### src/rtl/pipe_stage_elastic.sv
// Elastic pipeline register with a 2-entry skid buffer, flush,
// exception-clear bubble injection and exception side-band merge.
module pipe_stage_elastic #(
    parameter int PAYLOAD_W = 64,
    parameter int PC_W      = 32,
    parameter int EXC_W     = 5
) (
    input  logic                 clk,
    input  logic                 reset,
    input  logic                 flush,
    input  logic                 exc_clr,
    input  logic [PC_W-1:0]      epc,
    input  logic                 in_valid,
    output logic                 in_ready,
    input  logic [PAYLOAD_W-1:0] in_payload,
    input  logic [PC_W-1:0]      in_pc,
    input  logic [31:0]          in_instr,
    input  logic                 in_bd,
    input  logic                 in_exc_get,
    input  logic [EXC_W-1:0]     in_exc_code,
    input  logic                 loc_exc_get,
    input  logic [EXC_W-1:0]     loc_exc_code,
    output logic                 out_valid,
    input  logic                 out_ready,
    output logic                 out_bubble,
    output logic [PAYLOAD_W-1:0] out_payload,
    output logic [PC_W-1:0]      out_pc,
    output logic [31:0]          out_instr,
    output logic                 out_bd,
    output logic                 out_exc_get,
    output logic [EXC_W-1:0]     out_exc_code,
    output logic [1:0]           occupancy
);

    typedef struct packed {
        logic                 valid;
        logic                 bubble;
        logic [PAYLOAD_W-1:0] payload;
        logic [PC_W-1:0]      pc;
        logic [31:0]          instr;
        logic                 bd;
        logic                 exc_get;
        logic [EXC_W-1:0]     exc_code;
    } ent_t;

    ent_t       r_h;
    ent_t       r_s;
    ent_t       w_h_n;
    ent_t       w_s_n;
    ent_t       w_in_ent;
    ent_t       w_bub_ent;
    logic       r_in_ready;
    logic [1:0] r_occ;
    logic       w_in_fire;
    logic       w_out_fire;

    assign w_in_fire  = in_valid & r_in_ready;
    assign w_out_fire = r_h.valid & out_ready;

    // The older exception always wins over one raised locally.
    always_comb begin
        w_in_ent          = '0;
        w_in_ent.valid    = 1'b1;
        w_in_ent.payload  = in_payload;
        w_in_ent.pc       = in_pc;
        w_in_ent.instr    = in_instr;
        w_in_ent.bd       = in_bd;
        w_in_ent.exc_get  = in_exc_get | loc_exc_get;
        if (in_exc_get)
            w_in_ent.exc_code = in_exc_code;
        else if (loc_exc_get)
            w_in_ent.exc_code = loc_exc_code;
        else
            w_in_ent.exc_code = '0;
    end

    always_comb begin
        w_bub_ent        = '0;
        w_bub_ent.valid  = 1'b1;
        w_bub_ent.bubble = 1'b1;
        w_bub_ent.pc     = epc;
    end

    // Invalid slots are zeroed so idle outputs read as 0.
    always_comb begin
        w_h_n = r_h;
        w_s_n = r_s;
        if (exc_clr) begin
            w_h_n = w_bub_ent;
            w_s_n = '0;
        end else if (flush) begin
            w_h_n = '0;
            w_s_n = '0;
        end else if (!r_h.valid || w_out_fire) begin
            if (r_s.valid) begin
                w_h_n = r_s;
                w_s_n = w_in_fire ? w_in_ent : '0;
            end else begin
                w_h_n = w_in_fire ? w_in_ent : '0;
            end
        end else if (w_in_fire) begin
            w_s_n = w_in_ent;
        end
    end

    always_ff @(posedge clk) begin
        if (reset) begin
            r_h        <= '0;
            r_s        <= '0;
            r_in_ready <= 1'b0;
            r_occ      <= 2'd0;
        end else begin
            r_h        <= w_h_n;
            r_s        <= w_s_n;
            r_in_ready <= ~w_s_n.valid;
            r_occ      <= {1'b0, w_h_n.valid} + {1'b0, w_s_n.valid};
        end
    end

    assign in_ready     = r_in_ready;
    assign out_valid    = r_h.valid;
    assign out_bubble   = r_h.bubble;
    assign out_payload  = r_h.payload;
    assign out_pc       = r_h.pc;
    assign out_instr    = r_h.instr;
    assign out_bd       = r_h.bd;
    assign out_exc_get  = r_h.exc_get;
    assign out_exc_code = r_h.exc_code;
    assign occupancy    = r_occ;

endmodule

### config.mk
export PLATFORM = sky130hd
export DESIGN_NAME = pipe_stage_elastic
export DESIGN_NICKNAME = d
export VERILOG_FILES = /design/src/rtl/pipe_stage_elastic.sv
export SDC_FILE = /design/constraint.sdc
export NUM_CORES = 1
export LEC_CHECK = 0
export ABC_AREA = 1
export BUFFER_PORTS_ARGS = -buffer_cell sky130_fd_sc_hd__buf_2
export CAP_MARGIN = 10
export CORE_AREA = 5 5 145 181
export DETAILED_ROUTE_END_ITERATION = 10
export DIE_AREA = 0 0 150 186
export PLACE_DENSITY = 0.8
export SYNTH_ARGS = -nofsm -noshare
export SYNTH_HDL_FRONTEND = slang
export SYNTH_SLANG_ARGS = --single-unit
### constraint.sdc
create_clock -name clk -period 1.5 [get_ports clk]
set_input_delay 0.075 -clock clk [delete_from_list [all_inputs] [get_ports clk]]
set_output_delay 0.075 -clock clk [all_outputs]
set_load 0.02 [all_outputs]
==> results.json <==
{
  "synth_top_area_share_pct": 42.8,
  "critPathBufInv": 2,
  "fin_area_mm2": 0.0176,
  "drc_errors": 0,
  "startpoint_type": "flop",
  "cts_tree": "built",
  "area_delta_synth_final_pct": 36.3,
  "final_cells": 2775,
  "cp.required_ns": 1.93,
  "grt_setup_unrepaired": "true",
  "clock_skew_ns": 0.00606,
  "report.final.hold_viol_count": 0,
  "dpl_cell_area_mm2": 0.0148,
  "htreeDepth": 1,
  "fin_hold_ws_ns": 0.0318,
  "wl_met3_mm": 3.73,
  "crit_arrival_ns": 1.87,
  "grt_usage_pct": 29.5,
  "critical_path_class": "flop to flop",
  "nets": 2601,
  "syn_avg_cell_area_um2": 6.49,
  "syn_inst": 1991,
  "ys.flop_type": "dfxtp_1",
  "synth_top_area_cell": "dfxtp_1",
  "endpoint_kind": "flop",
  "vias_per_cell": 5.22,
  "fill_cells": 1777,
  "dp_slack_ns": 0.00108,
  "crit_path_frequent_cell": "nand2_4",
  "dieArea_mm2": 0.0279,
  "wl_mm": 43.4,
  "synthTopCellsByCount": "nor2_1, nand2_1, o21ai_0, dfxtp_1, inv_1",
  "die_w_um": 150,
  "synth_cell_types": 18,
  "first_global_vias": 14309,
  "slew_violations": 0,
  "cp_top_family": "simple AND/OR/NAND/NOR gates",
  "fp.dieH_um": 186,
  "cts_buffer_depth": 3,
  "seq_area_frac_synth_pct": 42.8,
  "highest-signal-layer": "met5",
  "ant_nets": 0,
  "drt-wirelength-per-cell_um": 15.6,
  "met1_length_mm": 16.3,
  "vias": 14492,
  "crit_chain": "nand2_4, inv_2, nand2_4, nand2_4, buf_16, and2_1, nor2_1",
  "dpl.cell_count": 2542,
  "start_util_pct": 53.1,
  "core_region_area_mm2": 0.0243,
  "synthTopCellsByArea": "dfxtp_1, nor2_1, o21ai_0",
  "timing_worst_slew_pin_value_ns": 0.456,
  "drv_cap": 0,
  "async_flop_share_pct": 0,
  "setup_ws_ns": 0.0552,
  "clk_pin_slew_ns": 0.06,
  "drive_gt1_share_pct": 17.6,
  "fin_setup_tns_ns": 0,
  "setup_viol_count_final": 0,
  "grt_pass1_wl_mm": 68.7,
  "pin_count": 319,
  "post-route-util_pct": 72.3,
  "syn-num-nets": 2170,
  "cts-buffers-inserted": 28,
  "outcome": "finished clean",
  "synth_edf_count": 0,
  "hpwlAfterDp_mm": 24.8,
  "max-slew-margin-rel_pct": 69.6,
  "drt-initial-drc-count": 1197,
  "gp_congestion": 0.842,
  "grt_max_degree": 75,
  "min_period_ns": 1.44,
  "cts_setup_buffers": 0,
  "grt_overflow_total": 0,
  "synth_most_common_cell": "nor2_1",
  "syn_area_mm2": 0.0129,
  "ys_seq_elements": 276,
  "wl_met2_mm": 21.2,
  "clk_latency_ns": 0.54,
  "hp-class": "input port to flop",
  "worstPathMaxFanout": 74,
  "antenna_found_initial": 3,
  "period_share_pct": 96.3,
  "cpPeakStageDelay_ns": 0.37,
  "p_total_mw": 16.6,
  "root_buffer": "clkbuf_16",
  "portBuffers": 318,
  "leakage_nw": 8.90,
  "row_count": 64,
  "cpMaxStageDelayCell": "dfxtp_1",
  "drtPass1Iterations": 5,
  "p_per_area_mw_per_mm2": 945,
  "yosysWarnings": 0,
  "fmax_ghz": 0.692,
  "peakVddDrop_mv": 0.798,
  "cts.sinks": 276
}
timing repair:
| action | in CTS | in global routing |
|---|---|---|
| gates cloned | 1 | 1 |
| gates resized for setup | 1 | 18 |
| hold buffers | 178 | 0 |
| endpoints found under the setup margin | 1 | 148 |
| hold endpoints to repair | 272 | 0 |
routing by layer:
layer	GRT usage, %	up-vias
li1	-	7042
met1	33.0	6539
met3	6.16	183
met2	52.4	726
met5	0	-
met4	15.8	2
layout by cell type (no fill, tap or decap), drive strengths merged:
cell	Yosys	layout
a21oi	137	137
and2	33	33
buf	65	363
bufbuf	0	1
bufinv	0	2
clkbuf	77	43
clkinv	0	7
dfxtp	276	276
diode	0	2
dlygate4sd3	0	178
inv	241	241
nand2	334	334
nand3	14	14
nor2	454	454
o21ai	360	360
power breakdown:
part / internal (mW) / switching [mW] / leakage [nW] / total, mW
clock network: 4.21 / 2.89 / 0.470 / 7.10
registers: 7.43 / 0.0598 / 2.23 / 7.49
logic: 0.900 / 1.14 / 6.19 / 2.04
total: 12.5 / 4.09 / 8.90 / 16.6
worst paths after layout:
check	startpoint	end	slack (ns)	depth (start not counted)
min	loc_exc_code[0]	out_exc_code[0]	0.03	7
max reg2reg	in_ready	r_s[115]	0.06	7
max	in_ready	r_s[115]	0.06	7
min reg2reg	out_payload[35]	out_payload[35]	0.46	2
kinds of logic after synthesis:
group / Yosys count / synth area share (%)
flip-flops: 276 / 42.8
AND/OR/NAND/NOR: 835 / 25.5
buffers and inverters: 383 / 12.4
AO/OA/AOI/OAI: 497 / 19.3
registers in the layout, indices dropped and copies added, names as in the netlist, 2 cells and up:
signal	cells
out_payload	64
out_pc	32
out_instr	32
out_exc_code	5
r_s	136
occupancy	2
layout make-up:
class / count / area, um2 / area share [%]
Inverter: 241 / 915 / 5.20
Tap cell: 330 / 413 / 2.35
Antenna cell: 2 / 5.00 / 0.0284
Sequential cell: 276 / 5530 / 31.4
Timing Repair Buffer: 543 / 4010 / 22.8
Clock buffer: 42 / 845 / 4.80
Clock inverter: 9 / 95.1 / 0.540
Multi-Input combinational cell: 1332 / 5800 / 32.9
worst reg2reg max path, stage by stage (launching register included):
cell and delay, ns:
dfxtp_1 0.37, nand2_4 0.10, inv_2 0.12, nand2_4 0.07
nand2_4 0.13, buf_16 0.26, and2_1 0.24, nor2_1 0.05
(Power assumes the default switching activity.)
